$ cat config.mk
export PLATFORM = sky130hd
export DESIGN_NAME = fc_par_layer
export DESIGN_NICKNAME = d
export VERILOG_FILES = /design/src/rtl/fc_pkg.sv /design/src/rtl/fc_mac_lane.sv /design/src/rtl/fc_par_layer.sv
export SDC_FILE = /design/constraint.sdc
export NUM_CORES = 2
export LEC_CHECK = 0
export CAP_MARGIN = 10
export CORE_ASPECT_RATIO = 0.75
export CORE_MARGIN = 2
export CORE_UTILIZATION = 30
export DETAILED_ROUTE_END_ITERATION = 8
export REMOVE_ABC_BUFFERS = 1
export SYNTH_ARGS = -nofsm -noshare
export SYNTH_HDL_FRONTEND = slang
export SYNTH_SLANG_ARGS = --single-unit
$ cat constraint.sdc
create_clock -name clk -period 21.1 [get_ports clk]
set_clock_uncertainty 0.15 [all_clocks]
set_input_delay 2.11 -clock clk [delete_from_list [all_inputs] [get_ports clk]]
set_output_delay 2.11 -clock clk [all_outputs]
set_load 0.01 [all_outputs]
$ cat src/rtl/fc_pkg.sv
// Shared types and saturating arithmetic helpers for the parallel fully-connected layer.
package fc_pkg;

  typedef enum logic [2:0] {
    W_LOAD,
    X_LOAD,
    COMPUTE,
    OUT
  } fc_state_t;

  // Counter width for a given depth, never narrower than one bit.
  function automatic int clog2_depth(input int depth);
    return (depth <= 2) ? 1 : $clog2(depth);
  endfunction

  function automatic logic signed [63:0] sat_clamp(input logic signed [63:0] v, input int t);
    logic signed [63:0] hi;
    logic signed [63:0] lo;
    hi = (64'sd1 <<< (t - 1)) - 64'sd1;
    lo = -(64'sd1 <<< (t - 1));
    if (v > hi) return hi;
    if (v < lo) return lo;
    return v;
  endfunction

  function automatic logic signed [63:0] sat_mul(input logic signed [63:0] a,
                                                 input logic signed [63:0] b,
                                                 input int t);
    return sat_clamp(a * b, t);
  endfunction

  function automatic logic signed [63:0] sat_add(input logic signed [63:0] a,
                                                 input logic signed [63:0] b,
                                                 input int t);
    return sat_clamp(a + b, t);
  endfunction

endpackage

$ cat src/rtl/fc_mac_lane.sv
// One MAC lane: weight bank RAM, registered product, saturating accumulator, optional ReLU.
// With FC_BIAS_EN defined the lane also keeps one bias word per pass.
module fc_mac_lane
  import fc_pkg::*;
#(
  parameter int N    = 6,
  parameter int T    = 16,
  parameter int GRPS = 3,
  parameter int R    = 1,
  parameter int AW   = clog2_depth(GRPS * N)
`ifdef FC_BIAS_EN
  , parameter int GW = clog2_depth(GRPS)
`endif
) (
  input  logic          clk,
  input  logic          reset,
  input  logic          wrEn_i,
  input  logic [AW-1:0] wrAddr_i,
  input  logic [T-1:0]  wrData_i,
`ifdef FC_BIAS_EN
  input  logic          biasWrEn_i,
  input  logic [GW-1:0] biasWrIdx_i,
  input  logic [GW-1:0] biasSel_i,
`endif
  input  logic          rdEn_i,
  input  logic [AW-1:0] rdAddr_i,
  input  logic [T-1:0]  x_i,
  input  logic          accClr_i,
  output logic [T-1:0]  y_o
);

  localparam int DEPTH = GRPS * N;

  logic [T-1:0] mem [DEPTH];
  logic [T-1:0] rdData_q;
  logic [T-1:0] prod_q, prod_d;
  logic [T-1:0] acc_q, acc_d;
  logic [T-1:0] accInit;
  logic         rdValid_q;
  logic         prodValid_q;

`ifdef FC_BIAS_EN
  logic [T-1:0] bias_q [GRPS];

  always_ff @(posedge clk) begin
    if (biasWrEn_i) bias_q[biasWrIdx_i] <= wrData_i;
  end

  assign accInit = bias_q[biasSel_i];
`else
  assign accInit = '0;
`endif

  always_ff @(posedge clk) begin
    if (wrEn_i) mem[wrAddr_i] <= wrData_i;
    if (rdEn_i) rdData_q <= mem[rdAddr_i];
  end

  // x_i arrives registered alongside the RAM read, so it pairs with rdData_q.
  always_comb begin
    prod_d = prod_q;
    acc_d  = acc_q;
    if (rdValid_q) prod_d = T'(sat_mul(64'(signed'(rdData_q)), 64'(signed'(x_i)), T));
    if (accClr_i) acc_d = accInit;
    else if (prodValid_q) acc_d = T'(sat_add(64'(signed'(acc_q)), 64'(signed'(prod_q)), T));
  end

  always_ff @(posedge clk) begin
    if (reset) begin
      rdValid_q   <= 1'b0;
      prodValid_q <= 1'b0;
      prod_q      <= '0;
      acc_q       <= '0;
    end else begin
      rdValid_q   <= rdEn_i;
      prodValid_q <= rdValid_q;
      prod_q      <= prod_d;
      acc_q       <= acc_d;
    end
  end

  assign y_o = ((R != 0) && acc_q[T-1]) ? '0 : acc_q;

endmodule

$ cat src/rtl/fc_par_layer.sv
// Runtime-programmable fully-connected layer with P parallel MAC lanes and a serial output stream.
// Optional FC_BIAS_EN: M bias words follow the weights and preload each accumulator.
module fc_par_layer
  import fc_pkg::*;
#(
  parameter int M = 6,
  parameter int N = 6,
  parameter int T = 16,
  parameter int P = 2,
  parameter int R = 1
) (
  input  logic         clk,
  input  logic         reset,
  input  logic         w_valid,
  output logic         w_ready,
  input  logic [T-1:0] w_data,
  input  logic         input_valid,
  output logic         input_ready,
  input  logic [T-1:0] input_data,
  output logic         output_valid,
  input  logic         output_ready,
  output logic [T-1:0] output_data
);

  localparam int GRPS = M / P;
  localparam int AW   = clog2_depth(GRPS * N);
  localparam int GW   = clog2_depth(GRPS);
  localparam int LW   = clog2_depth(P);
  localparam int XW   = clog2_depth(N);
  localparam int CW   = clog2_depth(N + 2);

  localparam logic [XW-1:0] COL_LAST  = XW'(N - 1);
  localparam logic [LW-1:0] LANE_LAST = LW'(P - 1);
  localparam logic [GW-1:0] GRP_LAST  = GW'(GRPS - 1);
  localparam logic [CW-1:0] CNT_READS = CW'(N);
  localparam logic [CW-1:0] CNT_LAST  = CW'(N + 1);

  fc_state_t     state_q, state_d;
  logic [XW-1:0] col_q, col_d;
  logic [LW-1:0] lane_q, lane_d;
  logic [GW-1:0] grp_q, grp_d;
  logic [XW-1:0] xIdx_q, xIdx_d;
  logic [CW-1:0] cnt_q, cnt_d;
  logic [GW-1:0] pass_q, pass_d;
  logic [LW-1:0] outLane_q, outLane_d;
  logic          outValid_q, outValid_d;
  logic [T-1:0]  outData_q, outData_d;
  logic [T-1:0]  xBuf_q [N];
  logic [T-1:0]  xCol_q;

  logic [P-1:0]  wrEn;
  logic [AW-1:0] wrAddr;
  logic          rdEn;
  logic [AW-1:0] rdAddr;
  logic          xWrEn;
  logic          accClr;
  logic          rowDone;
  logic [LW-1:0] nextLane;
  logic [T-1:0]  laneY [P];

`ifdef FC_BIAS_EN
  logic          biasPhase_q, biasPhase_d;
  logic [P-1:0]  biasWrEn;
`endif

  assign wrAddr   = AW'(grp_q) * AW'(N) + AW'(col_q);
  assign rdEn     = (state_q == COMPUTE) && (cnt_q < CNT_READS);
  assign rdAddr   = AW'(pass_q) * AW'(N) + AW'(cnt_q[XW-1:0]);
  assign nextLane = outLane_q + LW'(1);

  // Weight words walk column, then lane bank, then row group; bias words reuse lane/group.
  always_comb begin
    state_d     = state_q;
    col_d       = col_q;
    lane_d      = lane_q;
    grp_d       = grp_q;
    xIdx_d      = xIdx_q;
    cnt_d       = cnt_q;
    pass_d      = pass_q;
    outLane_d   = outLane_q;
    outValid_d  = outValid_q;
    outData_d   = outData_q;
    w_ready     = 1'b0;
    input_ready = 1'b0;
    wrEn        = '0;
    xWrEn       = 1'b0;
    accClr      = 1'b0;
    rowDone     = 1'b0;
`ifdef FC_BIAS_EN
    biasPhase_d = biasPhase_q;
    biasWrEn    = '0;
`endif
    case (state_q)
      W_LOAD: begin
        w_ready = 1'b1;
        if (w_valid) begin
`ifdef FC_BIAS_EN
          if (biasPhase_q) biasWrEn[lane_q] = 1'b1;
          else wrEn[lane_q] = 1'b1;
          rowDone = biasPhase_q || (col_q == COL_LAST);
`else
          wrEn[lane_q] = 1'b1;
          rowDone = (col_q == COL_LAST);
`endif
          if (!rowDone) begin
            col_d = col_q + XW'(1);
          end else begin
            col_d = '0;
            if (lane_q != LANE_LAST) begin
              lane_d = lane_q + LW'(1);
            end else begin
              lane_d = '0;
              if (grp_q != GRP_LAST) begin
                grp_d = grp_q + GW'(1);
              end else begin
                grp_d = '0;
`ifdef FC_BIAS_EN
                if (biasPhase_q) begin
                  biasPhase_d = 1'b0;
                  state_d     = X_LOAD;
                end else begin
                  biasPhase_d = 1'b1;
                end
`else
                state_d = X_LOAD;
`endif
              end
            end
          end
        end
      end
      X_LOAD: begin
        input_ready = 1'b1;
        accClr      = 1'b1;
        if (input_valid) begin
          xWrEn = 1'b1;
          if (xIdx_q == COL_LAST) begin
            xIdx_d  = '0;
            cnt_d   = '0;
            state_d = COMPUTE;
          end else begin
            xIdx_d = xIdx_q + XW'(1);
          end
        end
      end
      COMPUTE: begin
        if (cnt_q == CNT_LAST) begin
          cnt_d   = '0;
          state_d = OUT;
        end else begin
          cnt_d = cnt_q + CW'(1);
        end
      end
      OUT: begin
        // The first OUT cycle only loads the output register from the settled accumulators.
        if (!outValid_q) begin
          outValid_d = 1'b1;
          outData_d  = laneY[outLane_q];
        end else if (output_ready) begin
          if (outLane_q == LANE_LAST) begin
            outValid_d = 1'b0;
            outLane_d  = '0;
            if (pass_q == GRP_LAST) begin
              pass_d  = '0;
              state_d = X_LOAD;
            end else begin
              pass_d  = pass_q + GW'(1);
              accClr  = 1'b1;
              state_d = COMPUTE;
            end
          end else begin
            outLane_d = nextLane;
            outData_d = laneY[nextLane];
          end
        end
      end
      default: state_d = W_LOAD;
    endcase
  end

  always_ff @(posedge clk) begin
    if (reset) begin
      state_q    <= W_LOAD;
      col_q      <= '0;
      lane_q     <= '0;
      grp_q      <= '0;
      xIdx_q     <= '0;
      cnt_q      <= '0;
      pass_q     <= '0;
      outLane_q  <= '0;
      outValid_q <= 1'b0;
      outData_q  <= '0;
      xCol_q     <= '0;
    end else begin
      state_q    <= state_d;
      col_q      <= col_d;
      lane_q     <= lane_d;
      grp_q      <= grp_d;
      xIdx_q     <= xIdx_d;
      cnt_q      <= cnt_d;
      pass_q     <= pass_d;
      outLane_q  <= outLane_d;
      outValid_q <= outValid_d;
      outData_q  <= outData_d;
      if (rdEn) xCol_q <= xBuf_q[cnt_q[XW-1:0]];
    end
  end

`ifdef FC_BIAS_EN
  always_ff @(posedge clk) begin
    if (reset) biasPhase_q <= 1'b0;
    else biasPhase_q <= biasPhase_d;
  end
`endif

  always_ff @(posedge clk) begin
    if (xWrEn) xBuf_q[xIdx_q] <= input_data;
  end

  for (genvar g = 0; g < P; g++) begin : g_lane
    fc_mac_lane #(
      .N(N), .T(T), .GRPS(GRPS), .R(R), .AW(AW)
`ifdef FC_BIAS_EN
      , .GW(GW)
`endif
    ) u_lane (
      .clk        (clk),
      .reset      (reset),
      .wrEn_i     (wrEn[g]),
      .wrAddr_i   (wrAddr),
      .wrData_i   (w_data),
`ifdef FC_BIAS_EN
      .biasWrEn_i (biasWrEn[g]),
      .biasWrIdx_i(grp_q),
      .biasSel_i  (pass_d),
`endif
      .rdEn_i     (rdEn),
      .rdAddr_i   (rdAddr),
      .x_i        (xCol_q),
      .accClr_i   (accClr),
      .y_o        (laneY[g])
    );
  end

  assign output_valid = outValid_q;
  assign output_data  = outData_q;

endmodule

==> results.toml <==
[synth]
async_reset_ff_frac = 0
synth_edf_count = 704
syn-mean-instance-area_sq_um = 12.9
synth.yosys.seq_area_share = 0.445
synth_top_area_cell = "edfxtp_1"
syn_inst = 4093
yosysWarnings = 0
ys_types = 81
yosys_most_used_dff = "edfxtp_1"
yosysTopAreaCellShare = 0.402
synth_seq_cells = 819
netlist_area_sq_um = 52600
yosys-top-cells-area = "edfxtp_1 40%, fa_1 20%, mux4_2 7.5%"

[clock_tree]
cts_tree = "yes"
htree_levels = 3
cts_root_buf = "clkbuf_16"
hold_buffers = 0
clock_sinks = 819
clk_path_buf_depth = 3
worstSkewPairLatency_ns = 0.69
cts_resized = 0
cts_inserted_buffers = 77
cts.clk_slew.worst_paths_ns = 0.07
cts_setup_buffers = 0

[global_route]
antenna_found_initial = 3
grt_max_degree = 104
grt_use_total = 0.143
use_met3 = 0.0202
met2_usage = 0.224
grt_remaining_overflow = 0
busiest_layer = "met2"
grt_pass1_wl_mm = 198
grtUsageMet1 = 0.213
first_global_vias = 32807

[place]
io_buffer_count = 54
hpwl_mm = 86.7
gp_congestion = 0.854

[timing]
drv_slew = 0
setup_viol = 0
hold_viol_final = 0
slew_headroom = 0.269
setup_tns_ns = 0
worstMarginPinSlew_ns = 1.09
min_period_ns = 8.51
rsz0062_at_grt = "false"
max_freq_mhz = 117
fin_crit_sh = 0.403

[worst_setup_path]
regToRegSetupSlack_ns = 12.59
worstReg2RegStart = "xCol_q[15]$_SDFFE_PP0P_"
critPathKind = "flip-flop to flip-flop"
rr_endpoint = "g_lane[0].u_lane.prod_q[5]$_SDFFE_PP0P_"
path_max_fanout = 15
reg2reg_depth = 23
crit_required_ns = 21.46
start_kind = "flip-flop"
end_kind = "flip-flop"
arrival_ns = 8.87

[layout]
diodes = 0
nNetsFinal = 4917
area_growth_syn_to_layout_pct = 11.6
final_common_cell = "edfxtp_1"
layout-drive-gt1-share = 0.101
final_cell_mix = "704 x edfxtp_1, 609 x inv_1, 527 x fa_1"

[drt]
drc_errors = 0
drt_first_pass_iters = 5
drt-total-wl_mm = 127
drt_iter0_drc = 2697
num_vias = 31607
wl_per_cell_um = 19.5
via_per_inst = 4.86
postRouteAntennaNets = 0

[status]
status = "complete, no violations"

[flow_run]
drv_cap = 0

[power]
p_total_w = 0.00323
leakagePower_nw = 23.0
ir_worst_vdd_uv = 62.1
power.density_nw_per_um2 = 55.0

[floorplan]
die_w_um = 488
ios = 56
chipHeight_um = 367
die_area_sq_um = 179000
core-area_sq_um = 175000
start_util = 0.301
rows = 133

[hold_path]
hp-class = "flip-flop to flip-flop"
min_delay_path_depth = 2
hold_path.startpoint = "xCol_q[10]$_SDFFE_PP0P_"
hold_path_end = "xCol_q[10]$_SDFFE_PP0P_"
==> worst max-delay path by stage <==
stage | start | endpoint | slack (ns)
floorplan | cnt_q[0]$_SDFFE_PP0P_ | g_lane[0].u_lane.rdData_q[0]$_DFFE_PP_ | 11.70
global placement | xCol_q[15]$_SDFFE_PP0P_ | g_lane[0].u_lane.prod_q[4]$_SDFFE_PP0P_ | 12.83
detailed placement | xCol_q[15]$_SDFFE_PP0P_ | g_lane[0].u_lane.prod_q[4]$_SDFFE_PP0P_ | 12.69
CTS | xCol_q[15]$_SDFFE_PP0P_ | g_lane[0].u_lane.prod_q[5]$_SDFFE_PP0P_ | 12.65
global route | xCol_q[15]$_SDFFE_PP0P_ | g_lane[0].u_lane.prod_q[4]$_SDFFE_PP0P_ | 12.10
finish | xCol_q[15]$_SDFFE_PP0P_ | g_lane[0].u_lane.prod_q[5]$_SDFFE_PP0P_ | 12.59
==> metal layers <==
metal  wire [um]  part of all wire
met3        7690             0.061
met4        1810             0.014
met1       59200              0.47
met2       58100              0.46
met5          15           0.00012
==> synthesized netlist by cell type, types with 29 or more instances <==
cell type and instances:
edfxtp_1 704, inv_1 609, fa_1 528, nand2_1 352, and2_1 249, nor2_1 228
ha_1 212, mux4_2 176, clkbuf_1 152, dfxtp_1 115, a21oi_1 102, o21ai_0 98
xnor2_1 64, mux2i_1 50, a211oi_1 43, xor2_1 35, nand3_1 29
==> layout make-up <==
| type | instances | area (sq um) |
|---|---|---|
| clock buffer | 84 | 1950 |
| multi-input combinational | 2487 | 26300 |
| inverter | 609 | 2290 |
| timing repair buffer | 146 | 1280 |
| sequential | 819 | 23400 |
| clock inverter | 60 | 616 |
| fill | 17141 | 116000 |
| tap | 2295 | 2870 |
==> cells by family after synthesis <==
family,Yosys count,share of synthesized area
and+or+nand+nor,991,0.0903
DFF,819,0.445
buffers and inverters,787,0.0565
adders and majority gates,745,0.252
AOI/OAI and AO/OA,425,0.0544
muxes,226,0.0848
xor gates and xnor gates,99,0.0165
other,1,0.0000712
==> worst max-delay path, stage by stage (launching register included) <==
cell and delay [ns]:
dfxtp_1 0.80, inv_1 0.53, buf_4 0.36, nor2_1 0.16
fa_1 0.45, fa_1 0.48, fa_1 0.53, fa_1 0.45
fa_1 0.49, inv_1 0.05, fa_1 0.47, inv_1 0.04
ha_1 0.34, a21oi_1 0.24, nand2_1 0.08, a221oi_1 0.36
nand2_1 0.20, xor2_1 0.19, or3b_1 0.34, or3_1 0.30
nor4_1 0.26, nand4_1 0.15, o2bb2ai_2 0.72, o32ai_1 0.19
==> flip-flops by register name, indices dropped and copies added, names as in the netlist <==
signal	cells
g_lane.u_lane.mem	576
xBuf_q	96
g_lane.u_lane.acc_q	32
g_lane.u_lane.prod_q	32
g_lane.u_lane.rdData_q	32
xCol_q	16
output_data	15
cnt_q	3
col_q	3
xIdx_q	3
grp_q	2
pass_q	2
state_q	2
g_lane.u_lane.prodValid_q	1
g_lane.u_lane.rdValid_q	1
lane_q	1
outLane_q	1
output_valid	1
==> through the flow <==
| stage | setup slack, ns | hold WS [ns] | cell area, sq um | std cells | util |
|---|---|---|---|---|---|
| 4_1_cts | 12.65 | 0.347 | 58700 | 6498 | 0.336 |
| 2_1_floorplan | 11.70 | 0.298 | 52000 | 3915 | - |
| 3_3_place_gp | 12.83 | 0.319 | 56100 | 6354 | 0.321 |
| 6_report | 12.59 | 0.341 | 58700 | 6500 | 0.336 |
| 5_1_grt | 12.10 | 0.371 | 58700 | 6500 | 0.336 |
| 3_5_place_dp | 12.69 | 0.332 | 56100 | 6354 | 0.321 |
==> where the power goes <==
group           total, W  switching, W  internal (W)
Clock            0.00141      0.000649      0.000761
Sequential       0.00176    0.00000201       0.00176
Combinational  0.0000566     0.0000407     0.0000159
Total            0.00323      0.000691       0.00254
No activity file was read; power rests on OpenSTA's default activity.
